## src/rtl/slot_alloc_ctrl_if.sv

```systemverilog
// rtl/slot_alloc_ctrl_if.sv - request/response and state-register signals of slot_alloc_ctrl
// Ports: requester side req0/op0/idx0, req1/op1/idx1 -> ack0/ack1/slot_idx/fail;
//        state register side occ -> reg_en/reg_data/reg_sel; status busy/full/empty.
// slave modport: the controller. master modport: requesters plus state register.
interface slot_alloc_ctrl_if;
   logic       req0;
   logic       op0;
   logic [1:0] idx0;
   logic       req1;
   logic       op1;
   logic [1:0] idx1;
   logic [3:0] occ;
   logic       reg_en;
   logic       reg_data;
   logic [1:0] reg_sel;
   logic       ack0;
   logic       ack1;
   logic [1:0] slot_idx;
   logic       fail;
   logic       busy;
   logic       full;
   logic       empty;

   modport slave (
      input  req0, op0, idx0, req1, op1, idx1, occ,
      output reg_en, reg_data, reg_sel, ack0, ack1, slot_idx, fail, busy, full, empty
   );

   modport master (
      output req0, op0, idx0, req1, op1, idx1, occ,
      input  reg_en, reg_data, reg_sel, ack0, ack1, slot_idx, fail, busy, full, empty
   );
endinterface

```

## src/rtl/slot_alloc_ctrl.sv

```systemverilog
// rtl/slot_alloc_ctrl.sv - round-robin slot allocate/release controller for a 4-slot occupancy register
// Ports: clk, rst (sync active-low), bus (slot_alloc_ctrl_if.slave).
//   Two requesters allocate the lowest free slot or release a named slot; one command at a
//   time drives the register write port (reg_en/reg_data/reg_sel); ack/slot_idx/fail answer
//   the served requester. full/empty are combinational from occ; all else is registered.
module slot_alloc_ctrl #(
   parameter int NSLOT = 4,
   parameter int IDXW  = 2
) (
   input  logic              clk,
   input  logic              rst,
   slot_alloc_ctrl_if.slave  bus
);
   typedef enum logic [1:0] {IDLE, ISSUE, WAIT, RESP} state_t;

   state_t          state_q, state_d;
   logic            last_srv_q, last_srv_d;
   logic            win_q, win_d;
   logic            op_q, op_d;
   logic [IDXW-1:0] slot_q, slot_d;

   logic            reg_en_q, reg_en_d;
   logic            reg_data_q, reg_data_d;
   logic [IDXW-1:0] reg_sel_q, reg_sel_d;
   logic            ack0_q, ack0_d;
   logic            ack1_q, ack1_d;
   logic [IDXW-1:0] slot_idx_q, slot_idx_d;
   logic            fail_q, fail_d;
   logic            busy_q, busy_d;

   logic            win_c;
   logic            op_c;
   logic [IDXW-1:0] idx_c;
   logic [IDXW-1:0] free_idx;
   logic            has_free;
   logic [IDXW-1:0] slot_c;
   logic            refuse_c;

   // Lowest free slot: scan downwards so the last hit is the lowest index.
   always_comb begin
      free_idx = '0;
      has_free = 1'b0;
      for (int i = NSLOT - 1; i >= 0; i--) begin
         if (!bus.occ[i]) begin
            has_free = 1'b1;
            free_idx = IDXW'(i);
         end
      end
   end

   // Arbitration and acceptance decode; only used while IDLE.
   always_comb begin
      win_c    = (bus.req0 && bus.req1) ? ~last_srv_q : bus.req1;
      op_c     = win_c ? bus.op1 : bus.op0;
      idx_c    = win_c ? bus.idx1 : bus.idx0;
      slot_c   = op_c ? free_idx : idx_c;
      // Allocate on a full register, or release of a slot that is already free.
      refuse_c = op_c ? ~has_free : ~bus.occ[idx_c];
   end

   always_comb begin
      state_d    = state_q;
      last_srv_d = last_srv_q;
      win_d      = win_q;
      op_d       = op_q;
      slot_d     = slot_q;
      reg_en_d   = 1'b0;
      reg_data_d = 1'b0;
      reg_sel_d  = '0;
      ack0_d     = 1'b0;
      ack1_d     = 1'b0;
      slot_idx_d = '0;
      fail_d     = 1'b0;

      // Outputs are computed for the state being entered so they are valid in that state.
      unique case (state_q)
         IDLE: begin
            if (bus.req0 || bus.req1) begin
               last_srv_d = win_c;
               win_d      = win_c;
               op_d       = op_c;
               slot_d     = slot_c;
               if (refuse_c) begin
                  state_d    = RESP;
                  ack0_d     = ~win_c;
                  ack1_d     = win_c;
                  slot_idx_d = slot_c;
                  fail_d     = 1'b1;
               end else begin
                  state_d    = ISSUE;
                  reg_en_d   = 1'b1;
                  reg_data_d = op_c;
                  reg_sel_d  = slot_c;
               end
            end
         end
         ISSUE: begin
            state_d = WAIT;
         end
         WAIT: begin
            // Register has had one cycle to update; readback must match the written value.
            state_d    = RESP;
            ack0_d     = ~win_q;
            ack1_d     = win_q;
            slot_idx_d = slot_q;
            fail_d     = (bus.occ[slot_q] != op_q);
         end
         RESP: begin
            state_d = IDLE;
         end
         default: begin
            state_d = IDLE;
         end
      endcase

      busy_d = (state_d != IDLE);
   end

   always_ff @(posedge clk) begin
      if (!rst) begin
         state_q    <= IDLE;
         last_srv_q <= 1'b1;
         win_q      <= 1'b0;
         op_q       <= 1'b0;
         slot_q     <= '0;
         reg_en_q   <= 1'b0;
         reg_data_q <= 1'b0;
         reg_sel_q  <= '0;
         ack0_q     <= 1'b0;
         ack1_q     <= 1'b0;
         slot_idx_q <= '0;
         fail_q     <= 1'b0;
         busy_q     <= 1'b0;
      end else begin
         state_q    <= state_d;
         last_srv_q <= last_srv_d;
         win_q      <= win_d;
         op_q       <= op_d;
         slot_q     <= slot_d;
         reg_en_q   <= reg_en_d;
         reg_data_q <= reg_data_d;
         reg_sel_q  <= reg_sel_d;
         ack0_q     <= ack0_d;
         ack1_q     <= ack1_d;
         slot_idx_q <= slot_idx_d;
         fail_q     <= fail_d;
         busy_q     <= busy_d;
      end
   end

   assign bus.reg_en   = reg_en_q;
   assign bus.reg_data = reg_data_q;
   assign bus.reg_sel  = reg_sel_q;
   assign bus.ack0     = ack0_q;
   assign bus.ack1     = ack1_q;
   assign bus.slot_idx = slot_idx_q;
   assign bus.fail     = fail_q;
   assign bus.busy     = busy_q;
   assign bus.full     = &bus.occ;
   assign bus.empty    = ~|bus.occ;
endmodule

```

## src/flat_wrapper.sv

```systemverilog
// flat-port wrapper written by rule: the top's interface ports become plain ports
module slot_alloc_ctrl_flat 
#(
   parameter int NSLOT = 4,
   parameter int IDXW  = 2
)
  (clk, rst, bus_req0, bus_op0, bus_idx0, bus_req1, bus_op1, bus_idx1, bus_occ, bus_reg_en, bus_reg_data, bus_reg_sel, bus_ack0, bus_ack1, bus_slot_idx, bus_fail, bus_busy, bus_full, bus_empty);
  slot_alloc_ctrl_if bus_i ();
  input  logic clk;
  input  logic rst;
  input wire logic [$bits(bus_i.req0)-1:0] bus_req0;
  input wire logic [$bits(bus_i.op0)-1:0] bus_op0;
  input wire logic [$bits(bus_i.idx0)-1:0] bus_idx0;
  input wire logic [$bits(bus_i.req1)-1:0] bus_req1;
  input wire logic [$bits(bus_i.op1)-1:0] bus_op1;
  input wire logic [$bits(bus_i.idx1)-1:0] bus_idx1;
  input wire logic [$bits(bus_i.occ)-1:0] bus_occ;
  output wire logic [$bits(bus_i.reg_en)-1:0] bus_reg_en;
  output wire logic [$bits(bus_i.reg_data)-1:0] bus_reg_data;
  output wire logic [$bits(bus_i.reg_sel)-1:0] bus_reg_sel;
  output wire logic [$bits(bus_i.ack0)-1:0] bus_ack0;
  output wire logic [$bits(bus_i.ack1)-1:0] bus_ack1;
  output wire logic [$bits(bus_i.slot_idx)-1:0] bus_slot_idx;
  output wire logic [$bits(bus_i.fail)-1:0] bus_fail;
  output wire logic [$bits(bus_i.busy)-1:0] bus_busy;
  output wire logic [$bits(bus_i.full)-1:0] bus_full;
  output wire logic [$bits(bus_i.empty)-1:0] bus_empty;
  assign bus_i.req0 = bus_req0;
  assign bus_i.op0 = bus_op0;
  assign bus_i.idx0 = bus_idx0;
  assign bus_i.req1 = bus_req1;
  assign bus_i.op1 = bus_op1;
  assign bus_i.idx1 = bus_idx1;
  assign bus_i.occ = bus_occ;
  assign bus_reg_en = bus_i.reg_en;
  assign bus_reg_data = bus_i.reg_data;
  assign bus_reg_sel = bus_i.reg_sel;
  assign bus_ack0 = bus_i.ack0;
  assign bus_ack1 = bus_i.ack1;
  assign bus_slot_idx = bus_i.slot_idx;
  assign bus_fail = bus_i.fail;
  assign bus_busy = bus_i.busy;
  assign bus_full = bus_i.full;
  assign bus_empty = bus_i.empty;
  slot_alloc_ctrl #(.NSLOT(NSLOT), .IDXW(IDXW)) u_core (.clk(clk), .rst(rst), .bus(bus_i));
endmodule
```

## config.mk

```make
export PLATFORM = sky130hd
export DESIGN_NAME = slot_alloc_ctrl_flat
export DESIGN_NICKNAME = d
export VERILOG_FILES = /design/src/rtl/slot_alloc_ctrl_if.sv /design/src/rtl/slot_alloc_ctrl.sv /design/src/flat_wrapper.sv
export SDC_FILE = /design/constraint.sdc
export NUM_CORES = 1
export LEC_CHECK = 0
export BUFFER_PORTS_ARGS = -buffer_cell sky130_fd_sc_hd__buf_2
export CAP_MARGIN = 30
export CORE_AREA = 3 3 48 50
export CTS_BUF_LIST = sky130_fd_sc_hd__clkbuf_8
export CTS_CLUSTER_DIAMETER = 40
export DETAILED_ROUTE_END_ITERATION = 10
export DIE_AREA = 0 0 51 53
export HOLD_SLACK_MARGIN = 0.02
export PLACE_DENSITY = 0.73
export SETUP_SLACK_MARGIN = 0.5
export SLEW_MARGIN = 20
export SYNTH_ARGS = -nofsm -noshare
export SYNTH_HDL_FRONTEND = slang
export SYNTH_SLANG_ARGS = --single-unit
```

## constraint.sdc

```tcl
create_clock -name clk -period 2.2 [get_ports clk]
set_input_delay 0.33 -clock clk [delete_from_list [all_inputs] [get_ports clk]]
set_output_delay 0.33 -clock clk [all_outputs]
set_load 0.01 [all_outputs]
```

# == Word-level counts from Yosys, hierarchy flattened ==
# Index checks and enable logic that the tools add are counted.
# Widths: inputs -> output; s select.
# totals
regBits,17
latchBits,0
mem_bits_rw,0
romBits,0
inputBits,14
mem_count,0
# classes
addsub,0
multipliers,0
div,0
n_lt_le_gt_ge,2
eq_ne,4
n_shift,0
muxes,33
bitwise_logic,8
n_reduce_logical,10
# ops
op,n
$mux 2,10
$mux 1,16
$not 1->1,8
$pmux 2 s4,1
$reduce_or 4->1,2
$lt 2x3->1 const B,2
$pmux 1 s2,3
$bmux 1 s2,2
$eq 2x2->1 const B,2
$pmux 2 s2,1
$reduce_and 4->1,1
$reduce_and 3->1,1
$eq 2x1->1 const B,1
$logic_not 2->1,1
$reduce_and 2->1,1
$reduce_bool 2->1,1
$logic_and 1x1->1,1
$logic_not 1->1,1
$logic_or 1x1->1,1
$ne 1x1->1,1

# == Logic depth before layout (Yosys ltp) ==
# logic_depth
word_depth,11
ltp_mapped,6

# == Worst setup path before layout ==
# OpenSTA, ideal clock, no wires.
# synth_timing
path_kind,input-to-reg
from,input port bus_req0
to,"register u_core.slot_idx_q[1], in the netlist u_core.bus.slot_idx[1]"
setup_ns,0.086
arrival_time_ns,1.423
required_ns,2.114
path_slack_ns,0.690
path_stages,5
n_path_buf,1
path_cell_list,buf_2 a21bo_2 mux2i_1 mux2_2 a221oi_2
# synth_between
elab_chain_len,10
word_cells_on_any_way,13
cone_classes,10 x mux; 1 x bitwise; 2 x reduce/logical
# synth_rtl
item,line_no,rtl
from (decl),flat_wrapper.sv:11,input wire logic [$bits(bus_i.req0)-1:0] bus_req0;
$logic_and 1x1->1,slot_alloc_ctrl.sv:53,win_c = (bus.req0 && bus.req1) ? ~last_srv_q : bus.req1;
$mux 1,slot_alloc_ctrl.sv:53,
$mux 2,slot_alloc_ctrl.sv:55,idx_c = win_c ? bus.idx1 : bus.idx0;
$bmux 1 s2,slot_alloc_ctrl.sv:58,refuse_c = op_c ? ~has_free : ~bus.occ[idx_c];
$mux 1 (not written as such),slot_alloc_ctrl.sv:58,
$not 1->1,slot_alloc_ctrl.sv:58,
$mux 1,slot_alloc_ctrl.sv:58,
$mux 2,slot_alloc_ctrl.sv:83,if (refuse_c) begin
$mux 2 (*),slot_alloc_ctrl.sv:78,if (bus.req0 || bus.req1) begin
$pmux 2 s2 (*),slot_alloc_ctrl.sv:76,unique case (state_q)
to (signal assigned),slot_alloc_ctrl.sv:145,slot_idx_q <= slot_idx_d;
to (decl),slot_alloc_ctrl.sv:27,"logic [IDXW-1:0] slot_idx_q, slot_idx_d;"
# Every way passes the cells marked *; elsewhere a longest branch is shown, timed or not. The select of a mux whose other input is x is not followed.
# A chain may end at the register's enable or synchronous reset.

# == Worst setup path in the final report ==
# layout_timing
from,register u_core.last_srv_q
to,"register u_core.slot_idx_q[1], in the netlist u_core.bus.slot_idx[1]"
# layout_between
elab_chain_len,10
word_cells_on_any_way,12
cone_classes,10 x mux; 2 x bitwise
# layout_rtl
item,line_no,rtl
from (decl),slot_alloc_ctrl.sv:17,"logic last_srv_q, last_srv_d;"
from (signal assigned),slot_alloc_ctrl.sv:136,last_srv_q <= last_srv_d;
$not 1->1 (*),slot_alloc_ctrl.sv:53,
$mux 1 (*),slot_alloc_ctrl.sv:53,
$mux 2,slot_alloc_ctrl.sv:55,
$bmux 1 s2,slot_alloc_ctrl.sv:58,
$mux 1 (not written as such),slot_alloc_ctrl.sv:58,
$not 1->1,slot_alloc_ctrl.sv:58,
$mux 1,slot_alloc_ctrl.sv:58,
$mux 2 (*),slot_alloc_ctrl.sv:83,
$mux 2 (*),slot_alloc_ctrl.sv:78,
$pmux 2 s2 (*),slot_alloc_ctrl.sv:76,
# Marked as above.

==> results.cfg <==
[run_status]
status = finished clean

[worst_setup_path]
critPathMaxFanout = 5
rrSetupSlack_ps = 710
worst-endpoint-required_ps = 2370
cp.arrival_ps = 1650
worst_setup_path_start_kind = flop
critPathKind = flop to flop
end_kind = flop

[route]
drt_drc_violations_left = 0
initialDrtViolationCount = 16
ant_nets = 0
drt-wirelength-per-cell_microns = 13.08
drt_first_pass_iters = 4
routed-via-count = 845
wl_microns = 2001
viasPerCell = 5.523

[grt]
grt_pass1_vias = 772
grt_start_max_net_pins = 16
track_usage_pct = 17.13
antenna_found_initial = 0
grt_pass1_wl_microns = 3546
grt_overflow = 0

[yosys]
synth_seq_area_share_pct = 36.32
syn_avg_cell_area_sq_um = 9.371
syn_inst = 100
synth_cell_types = 38
syn_nets = 116
netlist_area_sq_um = 937.1
synth-seq-cells = 17
yosysWarnings = 0

[cts]
clockBufferDepth = 2
cts-root-buf = clkbuf_8
insertion_delay_ps = 250
path_clk_slew_ps = 60
clkSinkCount = 17
cts_tree = built
post_cts_resized = 0
post_cts_buffers = 0
cts_hold_buf = 0
cts_buffers = 3
htreeDepth = 1

[power_and_ir_drop]
pwr_density_cell_mw_per_mm2 = 943.4
vdd_drop_max_v = 0.0004195
p_leak_nw = 0.4893

[placement]
portBuffers = 25
dp_hpwl_microns = 1585
place_congestion = 0.8368

[die]
start_util_pct = 48.26
coreArea_sq_mm = 0.001942
die_y_microns = 53
row_count = 16
die_w_microns = 51
die_area_sq_mm = 0.002703
ios = 26

[timing]
max_freq_mhz = 673.3
setup_viol = 0
slew_viol_final = 0
tns_ps = 0
fin_crit_sh_pct = 67.51
period_needed_ps = 1485
hold_violations = 0
slew_headroom_pct = 60.77
rsz0062_at_grt = no
worstMarginPinSlew_ps = 582.3
clock_skew_ps = 1.068

[worst_hold_path]
hp-class = input pin to flop

[layout]
drive_above_1_share_pct = 33.33
area_growth_pct = 20.83
nets = 143
fillers = 201
fin_util_pct = 58.31
diodes = 0

[run]
cap_violations = 0
-- Yosys cell counts --
library cell / n / area [sq um]
nand2_1: 11 / 41.29
a221oi_1: 1 / 8.760
a31oi_1: 2 / 12.51
or2_2: 1 / 6.260
nor3_1: 1 / 5.000
inv_1: 6 / 22.52
o21ai_0: 7 / 35.03
or2b_1: 1 / 7.510
mux2_4: 1 / 15.01
o221a_4: 1 / 20.02
clkbuf_1: 3 / 11.26
nand3_2: 1 / 10.01
mux2i_1: 3 / 30.03
mux2_2: 1 / 11.26
o22ai_1: 2 / 12.51
a21oi_1: 4 / 20.02
a32o_1: 2 / 20.02
a211oi_1: 1 / 7.510
a211oi_2: 2 / 25.02
nand3_1: 6 / 30.03
a21bo_2: 1 / 10.01
nor2_1: 5 / 18.77
dfxtp_1: 17 / 340.3
and3_1: 1 / 6.260
a22oi_1: 2 / 15.01
a21boi_4: 1 / 18.77
nand3b_1: 1 / 7.510
a221oi_2: 1 / 15.01
mux4_2: 3 / 67.56
a21o_1: 1 / 7.510
buf_2: 1 / 5.000
ha_1: 2 / 25.02
o32ai_1: 1 / 8.760
xor2_1: 1 / 8.760
o221ai_1: 1 / 8.760
nor4_1: 1 / 6.260
nand4_1: 2 / 12.51
clkinv_1: 1 / 3.750
-- logic make-up after synthesis --
family                     count (synthesis)  synth area share, %
muxes                                      8                13.22
DFF                                       17                36.32
and+or+nand+nor                           31                16.16
adders and majority gates                  2                2.670
xor gates and xnor gates                   1               0.9348
AOI/OAI and AO/OA                         30                26.17
buffers and inverters                     11                4.538
-- flip-flops by register name (all words and copies together), names as in the netlist --
| register | flops |
|---|---|
| u_core.op_q | 1 |
| u_core.bus.reg_en | 1 |
| u_core.win_q | 1 |
| u_core.bus.ack0 | 1 |
| u_core.bus.busy | 1 |
| u_core.bus.fail | 1 |
| u_core.bus.reg_sel | 2 |
| u_core.bus.reg_data | 1 |
| u_core.bus.ack1 | 1 |
| u_core.last_srv_q | 1 |
| u_core.state_q | 2 |
| u_core.bus.slot_idx | 2 |
| u_core.slot_q | 2 |
-- metrics by stage --
step                      total power, mW  std cells  setup WS, ps  hold slack, ps  instance area, sq um
after floorplan                    0.7178        100         690.4           452.7                 937.1
after global placement             0.8419        149         650.0           498.0                  1087
after detailed placement           0.8459        149         594.3           501.8                  1087
after CTS                           1.069        153         711.1           375.3                  1132
after global routing                1.149        153         584.9           372.7                  1132
final                               1.068        153         714.9           377.1                  1132
-- critical path, cell delays in order (launching register included) --
cell and delay [ps]:
dfxtp_1 420, a21bo_2 190, mux2i_1 230, mux2_2 360, a221oi_2 200
-- area by class of cell --
cell class	count	area (sq um)	area share, %
timing repair buffer	26	132.6	11.71
clock inverter	1	3.754	0.3315
tap	27	33.78	2.983
inverter	7	26.28	2.320
clock buffer	3	41.29	3.646
multi-input combinational	72	554.3	48.95
sequential	17	340.3	30.06
-- worst paths after layout --
check        cells after the start                      startpoint                                end
max                              4  u_core.last_srv_q$_SDFFE_PN1P_  u_core.bus.slot_idx[1]$_SDFF_PN0_
min                              2                             rst     u_core.last_srv_q$_SDFFE_PN1P_
max reg2reg                      4  u_core.last_srv_q$_SDFFE_PN1P_  u_core.bus.slot_idx[1]$_SDFF_PN0_
min reg2reg                      1       u_core.win_q$_SDFFE_PN0P_         u_core.bus.ack0$_SDFF_PN0_
-- where the power goes --
group          switching, mW  leakage (nW)  total [mW]  internal (mW)
clock                  0.103        0.0269       0.226          0.124
sequential            0.0399         0.139       0.418          0.378
combinational          0.247         0.323       0.424          0.177
total                  0.389         0.489        1.07          0.679
-- routing by layer --
metal | share of wire, % | GRT usage, %
met5 | 0 | 0
met1 | 47 | 22.84
met2 | 47 | 27.47
met4 | 0.70 | 4.933
met3 | 5.6 | 3.944
-- placed cells by master (no fill, tap or decap), types with 2 or more instances in the layout --
cell	Yosys	final
a211oi_2	2	2
inv_1	6	7
nand4_1	2	2
clkbuf_8	0	3
nand3_1	6	6
a22oi_1	2	2
mux4_2	3	3
a32o_1	2	2
dfxtp_1	17	17
ha_1	2	2
a21oi_1	4	4
mux2i_1	3	3
buf_2	1	25
nand2_1	11	11
o21ai_0	7	7
a31oi_1	2	2
nor2_1	5	5
o22ai_1	2	2
Note: power is estimated with default switching activity, not from simulation.
